===== config.mk =====
export PLATFORM = sky130hd
export DESIGN_NAME = hazard_scoreboard_flat
export DESIGN_NICKNAME = d
export VERILOG_FILES = /design/src/rtl/hazard_scoreboard_pkg.sv /design/src/rtl/hazard_scoreboard_if.sv /design/src/rtl/scb_entry_file.sv /design/src/rtl/hazard_scoreboard.sv /design/src/flat_wrapper.sv
export SDC_FILE = /design/constraint.sdc
export NUM_CORES = 1
export LEC_CHECK = 0
export BUFFER_PORTS_ARGS = -buffer_cell sky130_fd_sc_hd__buf_2
export CORE_ASPECT_RATIO = 1.4
export CORE_UTILIZATION = 49
export CTS_CLUSTER_DIAMETER = 80
export DETAILED_ROUTE_END_ITERATION = 6
export PLACE_DENSITY = 0.69
export SYNTH_ARGS = -nofsm -noshare
export SYNTH_HDL_FRONTEND = slang
export SYNTH_HIERARCHICAL = 1
export SYNTH_SLANG_ARGS = --single-unit

===== constraint.sdc =====
create_clock -name i_clk -period 3.9 [get_ports i_clk]
set_input_delay 0.39 -clock i_clk [delete_from_list [all_inputs] [get_ports i_clk]]
set_output_delay 0.39 -clock i_clk [all_outputs]
set_load 0.01 [all_outputs]

===== src/rtl/hazard_scoreboard_pkg.sv =====
// Shared types for the hazard scoreboard: producer kinds, forwarding selects,
// pipeline stage encodings and the per-register scoreboard entry.
package hazard_pkg;

    // Producer class decoded in ID; the reserved code behaves like an ALU op
    typedef enum logic [1:0] {
        KindAlu    = 2'b00,
        KindLoad   = 2'b01,
        KindMulDiv = 2'b10,
        KindRsvd   = 2'b11
    } id_kind_e;

    // EX operand source selects
    localparam logic [1:0] FWD_RF  = 2'b00;
    localparam logic [1:0] FWD_MEM = 2'b10;
    localparam logic [1:0] FWD_WB  = 2'b01;

    // Stage a tracked producer currently occupies
    localparam logic [1:0] STG_NONE = 2'd0;
    localparam logic [1:0] STG_EX   = 2'd1;
    localparam logic [1:0] STG_MEM  = 2'd2;
    localparam logic [1:0] STG_WB   = 2'd3;

    typedef struct packed {
        logic       busy;
        logic [1:0] stage;
        logic       is_load;
    } scb_entry_t;

    // Multiply/divide occupancy FSM
    typedef enum logic [0:0] {
        StRun    = 1'b0,
        StMdBusy = 1'b1
    } md_state_e;

    // EX operand select for a consumer that hits a busy entry. A load still in
    // EX has no data yet; that case is a stall and is resolved separately.
    function automatic logic [1:0] fwd_sel(input scb_entry_t e);
        logic [1:0] sel;
        sel = FWD_RF;
        case (e.stage)
            STG_EX:  sel = e.is_load ? FWD_RF : FWD_MEM;
            STG_MEM: sel = FWD_WB;
            default: sel = FWD_RF;
        endcase
        return sel;
    endfunction

endpackage


===== src/rtl/hazard_scoreboard_if.sv =====
// ID/EX hazard interface between the pipeline datapath (master) and the
// hazard scoreboard (slave).
interface hazard_scoreboard_if #(
    parameter int unsigned NREG = 32,
    parameter int unsigned SCW  = 32
);
    import hazard_pkg::*;

    localparam int unsigned AW = $clog2(NREG);

    logic            id_valid_i;
    logic [AW-1:0]   id_rs1_addr_i;
    logic [AW-1:0]   id_rs2_addr_i;
    logic            id_is_rs1_i;
    logic            id_is_rs2_i;
    logic [AW-1:0]   id_rd_addr_i;
    logic            id_rd_wren_i;
    id_kind_e        id_kind_i;
    logic            ex_br_sel_i;

    logic            pc_enable_o;
    logic            id_enable_o;
    logic            ex_enable_o;
    logic            mem_enable_o;
    logic            wb_enable_o;
    logic            id_reset_no;
    logic            ex_reset_no;
    logic [1:0]      ex_fwd_a_o;
    logic [1:0]      ex_fwd_b_o;
    logic            id_fwd_rs1_o;
    logic            id_fwd_rs2_o;
    logic [SCW-1:0]  stall_cnt_o;

    modport slave (
        input  id_valid_i, id_rs1_addr_i, id_rs2_addr_i, id_is_rs1_i, id_is_rs2_i,
        input  id_rd_addr_i, id_rd_wren_i, id_kind_i, ex_br_sel_i,
        output pc_enable_o, id_enable_o, ex_enable_o, mem_enable_o, wb_enable_o,
        output id_reset_no, ex_reset_no, ex_fwd_a_o, ex_fwd_b_o,
        output id_fwd_rs1_o, id_fwd_rs2_o, stall_cnt_o
    );

    modport master (
        output id_valid_i, id_rs1_addr_i, id_rs2_addr_i, id_is_rs1_i, id_is_rs2_i,
        output id_rd_addr_i, id_rd_wren_i, id_kind_i, ex_br_sel_i,
        input  pc_enable_o, id_enable_o, ex_enable_o, mem_enable_o, wb_enable_o,
        input  id_reset_no, ex_reset_no, ex_fwd_a_o, ex_fwd_b_o,
        input  id_fwd_rs1_o, id_fwd_rs2_o, stall_cnt_o
    );

endinterface


===== src/rtl/scb_entry_file.sv =====
// Scoreboard entry array: one entry per architectural register 1..NREG-1
// (x0 is never tracked). One issue write port, a global advance strobe and
// two combinational lookup ports.
module scb_entry_file
    import hazard_pkg::*;
#(
    parameter int unsigned NREG = 32
) (
    input  logic                    i_clk,
    input  logic                    i_rst_ni,
    input  logic                    i_issue,
    input  logic [$clog2(NREG)-1:0] i_issue_rd,
    input  logic                    i_issue_load,
    input  logic                    i_advance,
    input  logic [$clog2(NREG)-1:0] i_lk_a_addr,
    output scb_entry_t              o_lk_a,
    input  logic [$clog2(NREG)-1:0] i_lk_b_addr,
    output scb_entry_t              o_lk_b
);

    localparam int unsigned AW = $clog2(NREG);

    scb_entry_t r_entries [1:NREG-1];
    scb_entry_t w_entries [1:NREG-1];

    // Next entry state: advance busy producers, drop them after WB; a new
    // issue to the same register overrides both advance and clear.
    always_comb begin
        for (int i = 1; i < NREG; i++) begin
            w_entries[i] = r_entries[i];
            if (i_advance && r_entries[i].busy) begin
                if (r_entries[i].stage == STG_WB) begin
                    w_entries[i] = '0;
                end else begin
                    w_entries[i].stage = r_entries[i].stage + 2'd1;
                end
            end
            if (i_issue && (i_issue_rd == AW'(i))) begin
                w_entries[i].busy    = 1'b1;
                w_entries[i].stage   = STG_EX;
                w_entries[i].is_load = i_issue_load;
            end
        end
    end

    // Entry registers with synchronous clear
    always_ff @(posedge i_clk) begin
        for (int i = 1; i < NREG; i++) begin
            if (!i_rst_ni) begin
                r_entries[i] <= '0;
            end else begin
                r_entries[i] <= w_entries[i];
            end
        end
    end

    // Lookup ports; address 0 always reads as an empty entry
    always_comb begin
        o_lk_a = '0;
        o_lk_b = '0;
        for (int i = 1; i < NREG; i++) begin
            if (i_lk_a_addr == AW'(i)) o_lk_a = r_entries[i];
            if (i_lk_b_addr == AW'(i)) o_lk_b = r_entries[i];
        end
    end

endmodule


===== src/rtl/hazard_scoreboard.sv =====
// Hazard scoreboard for a 5-stage in-order pipeline: tracks in-flight register
// producers, generates stage enables/flushes, EX forwarding selects, the
// WB-to-ID bypass and a saturating stall counter.
// Optional feature: define SCB_MULDIV_EN to add the multi-cycle MULDIV
// occupancy FSM (MD_BUSY state plus down-counter); without it MULDIV
// producers are handled exactly like ALU producers.
module hazard_scoreboard
    import hazard_pkg::*;
#(
    parameter int unsigned NREG   = 32,
    parameter int unsigned MD_LAT = 4,
    parameter int unsigned SCW    = 32
) (
    input  logic                i_clk,
    input  logic                i_rst_ni,
    hazard_scoreboard_if.slave  bus
);

    scb_entry_t     w_lk_a;
    scb_entry_t     w_lk_b;
    logic           w_hit_a;
    logic           w_hit_b;
    logic           w_lu_a;
    logic           w_lu_b;
    logic [1:0]     w_sel_a;
    logic [1:0]     w_sel_b;
    logic           w_md_busy;
    logic           w_br;
    logic           w_load_use;
    logic           w_issue;
    logic           w_issue_wr;
    logic           w_pc_en;
    logic           w_id_en;
    logic           w_ex_en;
    logic           w_mem_en;
    logic           w_wb_en;
    logic           w_id_rst_n;
    logic           w_ex_rst_n;
    logic [1:0]     r_ex_fwd_a;
    logic [1:0]     r_ex_fwd_b;
    logic [SCW-1:0] r_stall_cnt;

    scb_entry_file #(
        .NREG (NREG)
    ) u_entry_file (
        .i_clk        (i_clk),
        .i_rst_ni     (i_rst_ni),
        .i_issue      (w_issue_wr),
        .i_issue_rd   (bus.id_rd_addr_i),
        .i_issue_load (bus.id_kind_i == KindLoad),
        .i_advance    (w_ex_en),
        .i_lk_a_addr  (bus.id_rs1_addr_i),
        .o_lk_a       (w_lk_a),
        .i_lk_b_addr  (bus.id_rs2_addr_i),
        .o_lk_b       (w_lk_b)
    );

    // Per-source dependency decode against the scoreboard
    always_comb begin
        w_hit_a = bus.id_is_rs1_i && (bus.id_rs1_addr_i != '0) && w_lk_a.busy;
        w_hit_b = bus.id_is_rs2_i && (bus.id_rs2_addr_i != '0) && w_lk_b.busy;
        w_lu_a  = w_hit_a && (w_lk_a.stage == STG_EX) && w_lk_a.is_load;
        w_lu_b  = w_hit_b && (w_lk_b.stage == STG_EX) && w_lk_b.is_load;
        w_sel_a = w_hit_a ? fwd_sel(w_lk_a) : FWD_RF;
        w_sel_b = w_hit_b ? fwd_sel(w_lk_b) : FWD_RF;
    end

    // A resolved branch cannot coexist with MULDIV occupancy, so it is ignored there
    assign w_br       = bus.ex_br_sel_i && !w_md_busy;
    assign w_load_use = !w_md_busy && bus.id_valid_i && !bus.ex_br_sel_i && (w_lu_a || w_lu_b);

    // Stage enables and flushes: MULDIV freeze > branch flush > load-use bubble
    always_comb begin
        w_pc_en    = 1'b1;
        w_id_en    = 1'b1;
        w_ex_en    = 1'b1;
        w_mem_en   = 1'b1;
        w_wb_en    = 1'b1;
        w_id_rst_n = 1'b1;
        w_ex_rst_n = 1'b1;
        if (w_md_busy) begin
            w_pc_en  = 1'b0;
            w_id_en  = 1'b0;
            w_ex_en  = 1'b0;
            w_mem_en = 1'b0;
            w_wb_en  = 1'b0;
        end else if (w_br) begin
            w_id_rst_n = 1'b0;
            w_ex_rst_n = 1'b0;
        end else if (w_load_use) begin
            w_pc_en    = 1'b0;
            w_id_en    = 1'b0;
            w_ex_rst_n = 1'b0;
        end
    end

    assign w_issue    = bus.id_valid_i && w_id_en && !w_load_use && !w_br;
    assign w_issue_wr = w_issue && bus.id_rd_wren_i && (bus.id_rd_addr_i != '0);

`ifdef SCB_MULDIV_EN
    md_state_e r_state;
    md_state_e w_state_next;
    logic [3:0] r_md_cnt;
    logic [3:0] w_md_cnt_next;

    // MULDIV occupancy state and down-counter
    always_ff @(posedge i_clk) begin
        if (!i_rst_ni) begin
            r_state  <= StRun;
            r_md_cnt <= '0;
        end else begin
            r_state  <= w_state_next;
            r_md_cnt <= w_md_cnt_next;
        end
    end

    // Occupancy lasts MD_LAT-1 cycles after the issue cycle
    always_comb begin
        w_state_next  = r_state;
        w_md_cnt_next = r_md_cnt;
        unique case (r_state)
            StRun: begin
                if (w_issue && (bus.id_kind_i == KindMulDiv)) begin
                    w_state_next  = StMdBusy;
                    w_md_cnt_next = 4'(MD_LAT - 1);
                end
            end
            StMdBusy: begin
                if (r_md_cnt <= 4'd1) begin
                    w_state_next  = StRun;
                    w_md_cnt_next = '0;
                end else begin
                    w_md_cnt_next = r_md_cnt - 4'd1;
                end
            end
            default: begin
                w_state_next  = StRun;
                w_md_cnt_next = '0;
            end
        endcase
    end

    assign w_md_busy = (r_state == StMdBusy);
`else
    assign w_md_busy = 1'b0;
`endif

    // EX forwarding selects follow the issuing instruction; bubbles and
    // flushes enter EX with regfile operands, a frozen pipe keeps its selects
    always_ff @(posedge i_clk) begin
        if (!i_rst_ni) begin
            r_ex_fwd_a <= FWD_RF;
            r_ex_fwd_b <= FWD_RF;
        end else if (!w_md_busy) begin
            r_ex_fwd_a <= w_issue ? w_sel_a : FWD_RF;
            r_ex_fwd_b <= w_issue ? w_sel_b : FWD_RF;
        end
    end

    // Saturating count of load-use and MULDIV stall cycles
    always_ff @(posedge i_clk) begin
        if (!i_rst_ni) begin
            r_stall_cnt <= '0;
        end else if ((w_load_use || w_md_busy) && (r_stall_cnt != {SCW{1'b1}})) begin
            r_stall_cnt <= r_stall_cnt + 1'b1;
        end
    end

    assign bus.pc_enable_o  = w_pc_en;
    assign bus.id_enable_o  = w_id_en;
    assign bus.ex_enable_o  = w_ex_en;
    assign bus.mem_enable_o = w_mem_en;
    assign bus.wb_enable_o  = w_wb_en;
    assign bus.id_reset_no  = w_id_rst_n;
    assign bus.ex_reset_no  = w_ex_rst_n;
    assign bus.ex_fwd_a_o   = r_ex_fwd_a;
    assign bus.ex_fwd_b_o   = r_ex_fwd_b;
    assign bus.id_fwd_rs1_o = w_hit_a && (w_lk_a.stage == STG_WB);
    assign bus.id_fwd_rs2_o = w_hit_b && (w_lk_b.stage == STG_WB);
    assign bus.stall_cnt_o  = r_stall_cnt;

endmodule

===== src/flat_wrapper.sv =====
// flat-port wrapper written by rule: the top's interface ports become plain ports
module hazard_scoreboard_flat import hazard_pkg::*;
#(
    parameter int unsigned NREG   = 32,
    parameter int unsigned MD_LAT = 4,
    parameter int unsigned SCW    = 32
)
  (i_clk, i_rst_ni, bus_id_valid_i, bus_id_rs1_addr_i, bus_id_rs2_addr_i, bus_id_is_rs1_i, bus_id_is_rs2_i, bus_id_rd_addr_i, bus_id_rd_wren_i, bus_id_kind_i, bus_ex_br_sel_i, bus_pc_enable_o, bus_id_enable_o, bus_ex_enable_o, bus_mem_enable_o, bus_wb_enable_o, bus_id_reset_no, bus_ex_reset_no, bus_ex_fwd_a_o, bus_ex_fwd_b_o, bus_id_fwd_rs1_o, bus_id_fwd_rs2_o, bus_stall_cnt_o);
  hazard_scoreboard_if #(.NREG(NREG), .SCW(SCW)) bus_i ();
  input  logic i_clk;
  input  logic i_rst_ni;
  input wire logic [$bits(bus_i.id_valid_i)-1:0] bus_id_valid_i;
  input wire logic [$bits(bus_i.id_rs1_addr_i)-1:0] bus_id_rs1_addr_i;
  input wire logic [$bits(bus_i.id_rs2_addr_i)-1:0] bus_id_rs2_addr_i;
  input wire logic [$bits(bus_i.id_is_rs1_i)-1:0] bus_id_is_rs1_i;
  input wire logic [$bits(bus_i.id_is_rs2_i)-1:0] bus_id_is_rs2_i;
  input wire logic [$bits(bus_i.id_rd_addr_i)-1:0] bus_id_rd_addr_i;
  input wire logic [$bits(bus_i.id_rd_wren_i)-1:0] bus_id_rd_wren_i;
  input wire logic [$bits(bus_i.id_kind_i)-1:0] bus_id_kind_i;
  input wire logic [$bits(bus_i.ex_br_sel_i)-1:0] bus_ex_br_sel_i;
  output wire logic [$bits(bus_i.pc_enable_o)-1:0] bus_pc_enable_o;
  output wire logic [$bits(bus_i.id_enable_o)-1:0] bus_id_enable_o;
  output wire logic [$bits(bus_i.ex_enable_o)-1:0] bus_ex_enable_o;
  output wire logic [$bits(bus_i.mem_enable_o)-1:0] bus_mem_enable_o;
  output wire logic [$bits(bus_i.wb_enable_o)-1:0] bus_wb_enable_o;
  output wire logic [$bits(bus_i.id_reset_no)-1:0] bus_id_reset_no;
  output wire logic [$bits(bus_i.ex_reset_no)-1:0] bus_ex_reset_no;
  output wire logic [$bits(bus_i.ex_fwd_a_o)-1:0] bus_ex_fwd_a_o;
  output wire logic [$bits(bus_i.ex_fwd_b_o)-1:0] bus_ex_fwd_b_o;
  output wire logic [$bits(bus_i.id_fwd_rs1_o)-1:0] bus_id_fwd_rs1_o;
  output wire logic [$bits(bus_i.id_fwd_rs2_o)-1:0] bus_id_fwd_rs2_o;
  output wire logic [$bits(bus_i.stall_cnt_o)-1:0] bus_stall_cnt_o;
  assign bus_i.id_valid_i = bus_id_valid_i;
  assign bus_i.id_rs1_addr_i = bus_id_rs1_addr_i;
  assign bus_i.id_rs2_addr_i = bus_id_rs2_addr_i;
  assign bus_i.id_is_rs1_i = bus_id_is_rs1_i;
  assign bus_i.id_is_rs2_i = bus_id_is_rs2_i;
  assign bus_i.id_rd_addr_i = bus_id_rd_addr_i;
  assign bus_i.id_rd_wren_i = bus_id_rd_wren_i;
  assign bus_i.id_kind_i = bus_id_kind_i;
  assign bus_i.ex_br_sel_i = bus_ex_br_sel_i;
  assign bus_pc_enable_o = bus_i.pc_enable_o;
  assign bus_id_enable_o = bus_i.id_enable_o;
  assign bus_ex_enable_o = bus_i.ex_enable_o;
  assign bus_mem_enable_o = bus_i.mem_enable_o;
  assign bus_wb_enable_o = bus_i.wb_enable_o;
  assign bus_id_reset_no = bus_i.id_reset_no;
  assign bus_ex_reset_no = bus_i.ex_reset_no;
  assign bus_ex_fwd_a_o = bus_i.ex_fwd_a_o;
  assign bus_ex_fwd_b_o = bus_i.ex_fwd_b_o;
  assign bus_id_fwd_rs1_o = bus_i.id_fwd_rs1_o;
  assign bus_id_fwd_rs2_o = bus_i.id_fwd_rs2_o;
  assign bus_stall_cnt_o = bus_i.stall_cnt_o;
  hazard_scoreboard #(.NREG(NREG), .MD_LAT(MD_LAT), .SCW(SCW)) u_core (.i_clk(i_clk), .i_rst_ni(i_rst_ni), .bus(bus_i));
endmodule

# After elaboration in Yosys (flattened, before gate mapping)
# Memories as Yosys holds them, arrays and structs flattened.
# Index checks and enable logic that the tools add are counted.
# classes
n_addsub	32
eq_ne	132
n_mux	258
bitwise_logic	31
reduce_logical	57
# ops
cell	n
4-bit 2-to-1 mux	155
5-bit == test (second input constant)	48
5-bit by 4-bit == test with 1-bit output (second input constant)	24
2-bit == test (second input constant)	35
1-bit 2-to-1 mux	68
2-bit 2-to-1 mux	33
2-bit by 1-bit adder with 2-bit output (second input constant)	31
5-bit by 3-bit == test with 1-bit output (second input constant)	12
1-bit logical AND	49
32-bit by 1-bit adder with 32-bit output (second input constant)	1
32-bit != test (second input constant)	1
1-bit OR	31
5-bit by 2-bit == test with 1-bit output (second input constant)	6
5-bit by 1-bit == test with 1-bit output (second input constant)	3
5-bit nonzero test	3
2-bit one-hot mux with 2 select lines	2
2-bit by 1-bit == test with 1-bit output (second input constant)	3
3-bit AND reduction	2
1-bit zero test	2
1-bit logical OR	1
# word_totals
reg_bits	36
mem_bits_rw	124
input_bits	24
output_inout_bits	45
word_cells	514
mem_count	1
# memory_table
memory	words	word_bits	rd	rd_clocked_by_memory_dff	wr	line	rtl
u_core.u_entry_file.r_entries	31	4	31	0	31	scb_entry_file.sv:23	scb_entry_t r_entries [1:NREG-1];

# Logic depth before layout (Yosys ltp)
# Gate-level depths: netlist of the first run.
# depth
ltp_word	47
depth_mapped	20
mapped_depth_nobuf	15

# Hierarchy
# Netlist of the first run, hierarchy kept.
# modules_own_cells
mod	n_inst	cells_each	area_each_um2	seq_area_each_um2
scb_entry_file	1	1193	9193.8	2482.4
hazard_scoreboard	1	240	1948.1	720.7

# Worst setup path after synthesis of the first run
# Ideal clock, no wire load.
# synth_timing
path_kind	input to register
startpoint	input bus_id_rs2_addr_i[0]
endpoint	register u_core/u_entry_file/r_entries[0][32] (netlist name)
setup_ns	0.115
arrival_time_ns	3.622
required_time_ns	3.785
setup_slack_ns	0.164
stages	17
n_path_buf	5
cell_sequence	buf_6 > buf_8 > buf_6 > buf_4 > a22oi_1 > o21ai_0 > a311o_1 > o22ai_1 > nor2b_1 > a32o_1 > buf_2 > nor3_1 > nand2_1 > nor3_2 > nand2_1 > and3_1 > o21a_1
# synth_rtl
item	line	rtl
start: declaration	flat_wrapper.sv:14	input wire logic [$bits(bus_i.id_rs2_addr_i)-1:0] bus_id_rs2_addr_i;

==> results.txt, run 1 <==
Largest delay share family, worst path = compound AO/OA/AOI/OAI gates
Crit path arrival time = 3.33 ns
critical path endpoint category = output port
share of the synthesized area in the top cell type = 0.287
initial DRC count = 1,168
Yosys reg bits = 160
drc violations = 0
area delta synth->final = 19.9%
via count = 12,468
final RePlAce weighted congestion = 1.10
Max FO, Critical Path = 11
antenna violations before repair = 1
Max stage delay cell, worst path = a311oi_1
critical path type = in2out
r2r startpoint = u_core/u_entry_file/r_entries[1][24]
chip height = 180 um
share of power burned in registers = 0.412
Pint = 2.91 mW
total congestion overflow = 0
Placed Instance Area = 0.0127 mm^2
asr flop ratio synth = 0
number of I/O pins = 69
Tot GR Track Use = 0.409
Multi-input gate area = 0.00742 mm^2
CTS tree = done
Post-Route WL = 47,500 um
Worst R2R End = u_core/u_entry_file/r_entries[0][60]
Die Width = 129 um
cts hold-fix bufs = 0
vias per cell = 6.54
RSZ-0062 raised after global routing = no
pin count of the biggest net entering global routing = 74
Fill cells = 2,070
Slew Viols, Final = 0
leading post-synthesis cells by cell area = dfxtp_1 (29%), a21boi_0 (6.1%), nand2_1 (5.8%)
global-route wire length before repair = 70,000 um
Worst EP required = 3.51 ns
number of flops mapped to enable cells by yosys = 0
Final setup viols = 0
Port Buffer Count = 65
MaxCap Viol Count = 0
Hold Vio Cnt, Final = 0
Clock Skews = 0.0137 ns
switching share of power = 0.272
postcts setup bufs = 0
Hold Path End = u_core/u_entry_file/r_entries[1][16]
final core occ = 0.605
Synth Warn # = 6
Setup WS pre-CTS = -0.418 ns
outcome = complete, no violations
Cell variety after synth = 92
antenna-violating nets left = 0
Routed WL per cell = 24.9 um
flip-flop and latch area = 0.00320 mm^2
most frequent cells after synthesis = nand2_1 (172), dfxtp_1 (160), nor2_1 (105)
first-pass iteration count of the detailed router = 7
register area share after synthesis = 0.287
hold_sp = bus_id_kind_i[1]
Buf/Inv on CP = 6
r2r worst-path depth = 15
cells after synthesis = 1,433
worst hold stages = 4
fin crit share = 0.953
fraction of layout cells with a size suffix above 1 = 0.219
Setup WS post-layout = 0.183 ns
Synth Flop Type = dfxtp_1
clk sinks = 160
Worst R2R Setup Slack = 0.19 ns
Layout Nets = 1,652
startpoint type of the worst setup path = primary input
full die area = 0.0234 mm^2
slowest stage delay, CP = 0.61 ns
final cell count without fillers = 1,906
vias in the first global route = 11,814
clock power share = 0.440
Leak = 5.28 nW
DP HPWL = 37,000 um
maximum vdd drop = 0.304 mV
critical path cell sequence = buf_2 -> buf_4 -> clkinv_1 -> buf_4 -> o221ai_2 -> a22oi_1 -> a311oi_1 -> o211ai_1 -> nor2_1 -> a32o_1 -> buf_4 -> nand2_1 -> buf_2
Yosys top cell by area = dfxtp_1
Hold Path Class = in2reg
Least-Margin Pin Slew = 1.03 ns
CORE AREA = 0.0221 mm^2
buffer levels on the longest clock path = 2
P per Cell Area = 299 mW/mm^2
min Tclk post-route = 3.72 ns
Final Instance Area = 0.0134 mm^2
clk root buf = clkbuf_16
Worst-path clk slew = 0.06 ns
Clk Latency, worst-skew pair = 0.45 ns
Rel. slew slack = 0.308
Achievable Freq = 269 MHz
cell count after placement = 1,874
Starting Density = 0.504
Avg Synthesized Cell Area = 7.78 um^2
Post-Syn Area = 0.0111 mm^2
# rows = 64
H-tree levels = 4
NetSw = 1.08 mW
crit-path most repeated cell = buf_4
cell with the most instances after synthesis = nand2_1
Num CTS Buffers = 17
Gate power share = 0.148
-- state kept, by name (all words and copies together), names as in the netlist --
signal / flops
u_core/bus.ex_fwd_b_o: 2
u_core/bus.stall_cnt_o: 32
u_core/bus.ex_fwd_a_o: 2
u_core/u_entry_file/r_entries: 124
-- area by class of cell --
cell class | count | area share
clock inverters | 11 | 0.0116
diodes | 1 | 0.000187
multi-input cells | 1167 | 0.555
clock buffers | 20 | 0.0342
well taps | 297 | 0.0278
flip-flops and latches | 160 | 0.240
repair buffers | 233 | 0.126
inverters | 17 | 0.00478
-- tightest hold or removal path, delay by kind of cell --
family / cells / cell delay [ns]
AOI/OAI and AO/OA: 1 / 0.06
buffers and inverters: 1 / 0.08
and+or+nand+nor: 2 / 0.28
-- power groups by stage --
| stage | Combinational [mW] | Sequential [mW] | Clock [mW] |
|---|---|---|---|
| after floorplan | 0.315 | 1.68 | 0 |
| after global placement | 0.563 | 1.68 | 0 |
| after detailed placement | 0.560 | 1.68 | 0 |
| after CTS | 0.563 | 1.64 | 1.78 |
| after global routing | 0.619 | 1.64 | 1.85 |
| final | 0.591 | 1.64 | 1.76 |
-- placed cells by master, fill, tap and decap left out, types with 13 or more instances in the layout --
cell / instances
a21oi_1: 99
clkbuf_16: 17
buf_2: 64
nand4_1: 20
nor2b_1: 25
nor3_1: 56
or3_1: 13
nand2_1: 172
a22oi_1: 17
ha_1: 32
nand3_1: 100
buf_4: 161
nand2b_1: 27
and3_1: 40
o21ai_0: 66
mux2i_1: 25
o21ai_1: 13
inv_1: 13
mux2_2: 36
o22ai_1: 18
nor2_1: 99
a21boi_0: 90
dfxtp_1: 160
nor4_1: 13
-- worst max path at each step --
stage	startpoint	end	cells after the start
after floorplan	bus_id_rs2_addr_i[0]	u_core/u_entry_file/r_entries[0][32]	17
after global placement	bus_id_rs1_addr_i[1]	u_core/u_entry_file/r_entries[1][46]	19
after detailed placement	bus_id_rs1_addr_i[1]	u_core/u_entry_file/r_entries[1][42]	19
after CTS	u_core/u_entry_file/r_entries[0][51]	u_core/u_entry_file/r_entries[1][40]	18
after global routing	u_core/u_entry_file/r_entries[1][41]	u_core/u_entry_file/r_entries[0][60]	16
final	bus_id_rs1_addr_i[1]	bus_id_enable_o	13
-- metal layers --
metal | routed length (um) | part of all wire | global-route usage | up-vias
met2 | 22400 | 0.47 | 0.680 | 643
li1 | - | - | - | 5627
met3 | 3230 | 0.068 | 0.0784 | 233
met1 | 17000 | 0.36 | 0.439 | 5965
met5 | 0 | 0 | 0 | -
met4 | 4840 | 0.10 | 0.355 | 0
-- kinds of logic after synthesis --
logic type      after synthesis  synth area share
simple gates                639             0.292
compound gates              405             0.244
flops                       160             0.287
buf+inv                     109            0.0517
mux                          70            0.0754
fa+ha+maj                    32            0.0359
xor+xnor                     17            0.0134
other cells                   1          0.000337
-- stage by stage --
stage	TNS, ns	power, mW	hold WS [ns]
final	0	3.99	0.443
after CTS	0	3.99	0.420
after global routing	0	4.11	0.461
after global placement	-35.62	2.24	0.469
after detailed placement	-27.80	2.24	0.485
after floorplan	0	1.99	0.455
-- timing repair --
item / CTS / global route
pin swaps: 0 / 0
endpoints found under the setup margin: 7 / 72
resized for setup: 1 / 10
Power figures use the tool's default switching activity.
==> run 2: changes to the inputs <==
BUFFER_PORTS_ARGS = -buffer_cell sky130_fd_sc_hd__buf_4   (was -buffer_cell sky130_fd_sc_hd__buf_2)
==> results.txt, run 2 (synthesis gave the netlist of run 1 again) <==
vias in the first global route = 11,690 (-1.0%)
vias per cell = 6.46 (-1.2%)
Starting Density = 0.504 (unchanged)
pin count of the biggest net entering global routing = 73 (-1.4%)
H-tree levels = 4 (unchanged)
slowest stage delay, CP = 0.55 ns (-0.06 ns)
Largest delay share family, worst path = compound AO/OA/AOI/OAI gates
final core occ = 0.596 (-0.00860)
outcome = complete, no violations
Final setup viols = 0 (unchanged)
critical path endpoint category = flip-flop
fraction of layout cells with a size suffix above 1 = 0.197 (-0.0224)
# rows = 64 (unchanged)
P per Cell Area = 299 mW/mm^2 (+0.11%)
Buf/Inv on CP = 3 (-3)
Tot GR Track Use = 0.401 (-0.00842)
critical path type = reg2reg
area delta synth->final = 18.2%
final setup TNS = 0 ns (unchanged)
clk sinks = 160 (unchanged)
GR Util met3 = 0.0600 (-0.0184)
largest reg by FF count = u_core/u_entry_file/r_entries
Layout Nets = 1,610 (-2.5%)
maximum vdd drop = 0.298 mV (-1.9%)
Max FO, Critical Path = 6 (-5)
Achievable Freq = 265 MHz (-1.4%)
cts hold-fix bufs = 0 (unchanged)
commonest non-fill, non-tap cell in the layout = buf_4
Largest register FFs = 124 (unchanged)
Setup WS pre-CTS = -0.393 ns (+0.0249 ns)
Max stage delay cell, worst path = mux4_2
startpoint type of the worst setup path = flip-flop
Die Width = 129 um (unchanged)
Worst EP required = 4.26 ns (+0.75 ns)
crit-path most repeated cell = buf_4
antenna violations before repair = 2 (+1)
number of I/O pins = 69 (unchanged)
buffer levels on the longest clock path = 2 (unchanged)
Crit path arrival time = 4.14 ns (+0.81 ns)
Clk Latency, worst-skew pair = 0.44 ns (about the same)
MaxCap Viol Count = 0 (unchanged)
Setup WS post-layout = 0.128 ns (-0.0543 ns)
Leak = 5.08 nW (-3.7%)
critical path cell sequence = mux4_2 -> a22oi_2 -> o211ai_1 -> a311oi_2 -> nor3_2 -> nand2_1 -> nor2_1 -> a32o_1 -> nor3_2 -> buf_4 -> nand2b_1 -> buf_4 -> nor3_1 -> buf_4 -> nand2_1 -> a21boi_0
Power Total = 3.94 mW (-1.3%)
DP HPWL = 35,900 um (-2.8%)
RSZ-0062 raised after global routing = no
full die area = 0.0234 mm^2 (unchanged)
Final Instance Area = 0.0132 mm^2 (-1.4%)
Fill cells = 2,106 (+1.7%)
first-pass iteration count of the detailed router = 5 (-2)
via count = 12,056 (-3.3%)
Multi-input gate area = 0.00742 mm^2 (about the same)
Clock Skews = 0.0116 ns (-0.00216 ns)
flip-flop and latch area = 0.00320 mm^2 (about the same)
antenna-violating nets left = 0 (unchanged)
most frequent cells in the layout = buf_4 (183), nand2_1 (172), dfxtp_1 (159)
busiest grt layer = met2
Worst-path clk slew = 0.07 ns (about the same)
drc violations = 0 (unchanged)
CORE AREA = 0.0221 mm^2 (unchanged)
fin crit share = 0.967 (+0.0139)
initial DRC count = 906 (-22%)
total congestion overflow = 0 (unchanged)
grt met2 use = 0.686 (+0.00602)
Routed WL per cell = 24.9 um (about the same)
global-route wire length before repair = 69,200 um (-1.2%)
GRT met1 Usage = 0.427 (-0.0122)
Least-Margin Pin Slew = 1.01 ns (-0.0211 ns)
clk root buf = clkbuf_16
final RePlAce weighted congestion = 1.04 (-5.1%)
Hold Path Class = in2reg
Placed Instance Area = 0.0125 mm^2 (-1.7%)
Port Buffer Count = 65 (unchanged)
Post-Route WL = 46,400 um (-2.2%)
chip height = 180 um (unchanged)
Rel. slew slack = 0.322 (+0.0141)
min Tclk post-route = 3.77 ns (+0.0543 ns)
Hold Vio Cnt, Final = 0 (unchanged)
CTS tree = done
Slew Viols, Final = 0 (unchanged)
Num CTS Buffers = 17 (unchanged)
==> run 2: cell count changes in the layout (fill, tap and decap cells not counted), sizes merged <==
| cell | delta |
|---|---|
| clkinv | -3 |
| clkinvlp | +1 |
| inv | +2 |
| buf | -42 |
| clkbuf | +1 |
==> run 2: timing repair <==
action,4_1_cts,5_1_grt
resized for setup,0,14
setup endpoints to repair,0,88
setup buffers,0,1
==> run 2: worst paths after layout <==
path	from	end	slack, ns	cells past startpoint
max reg2reg	u_core/u_entry_file/r_entries[1][37]	u_core/u_entry_file/r_entries[0][16]	0.13	16
max	u_core/u_entry_file/r_entries[1][37]	u_core/u_entry_file/r_entries[0][16]	0.13	16
min	bus_id_rd_addr_i[1]	u_core/u_entry_file/r_entries[1][53]	0.38	4
min reg2reg	u_core/u_entry_file/r_entries[1][36]	u_core/u_entry_file/r_entries[1][36]	0.49	2
==> run 2: report_power, final <==
| part | switching (mW) | internal, mW | total (mW) |
|---|---|---|---|
| combinational | 0.348 | 0.207 | 0.556 |
| sequential | 0.00761 | 1.64 | 1.65 |
| clock | 0.708 | 1.03 | 1.74 |
==> run 2: final cells by class <==
type,instances,share of cell area
Multi-Input combinational cell,1167,0.564
Sequential cell,160,0.243
Timing Repair Buffer,191,0.114
Clock buffer,21,0.0342
Tap cell,297,0.0282
Clock inverter,11,0.0117
Inverter,17,0.00485
Antenna cell,1,0.000190
==> run 2: per-stage QoR <==
| stage | cells | hold slack, ns |
|---|---|---|
| after floorplan | 1436 | 0.455 |
| after global placement | 1831 | 0.467 |
| after detailed placement | 1831 | 0.477 |
| after CTS | 1863 | 0.356 |
| after global routing | 1864 | 0.408 |
| final | 1865 | 0.383 |
==> run 2: worst register-to-register path, delay by kind of cell, from the launching register on <==
kind | cells | cell delay, ns
buf+inv | 3 | 0.50
simple gates | 7 | 1.02
mux | 1 | 0.56
flops | 1 | 0.38
compound gates | 5 | 1.28
==> run 2: layer usage <==
metal,share of wire,up-vias
met5,0.00022,-
met2,0.48,588
met4,0.10,2
met3,0.052,207
li1,-,5532
met1,0.36,5727
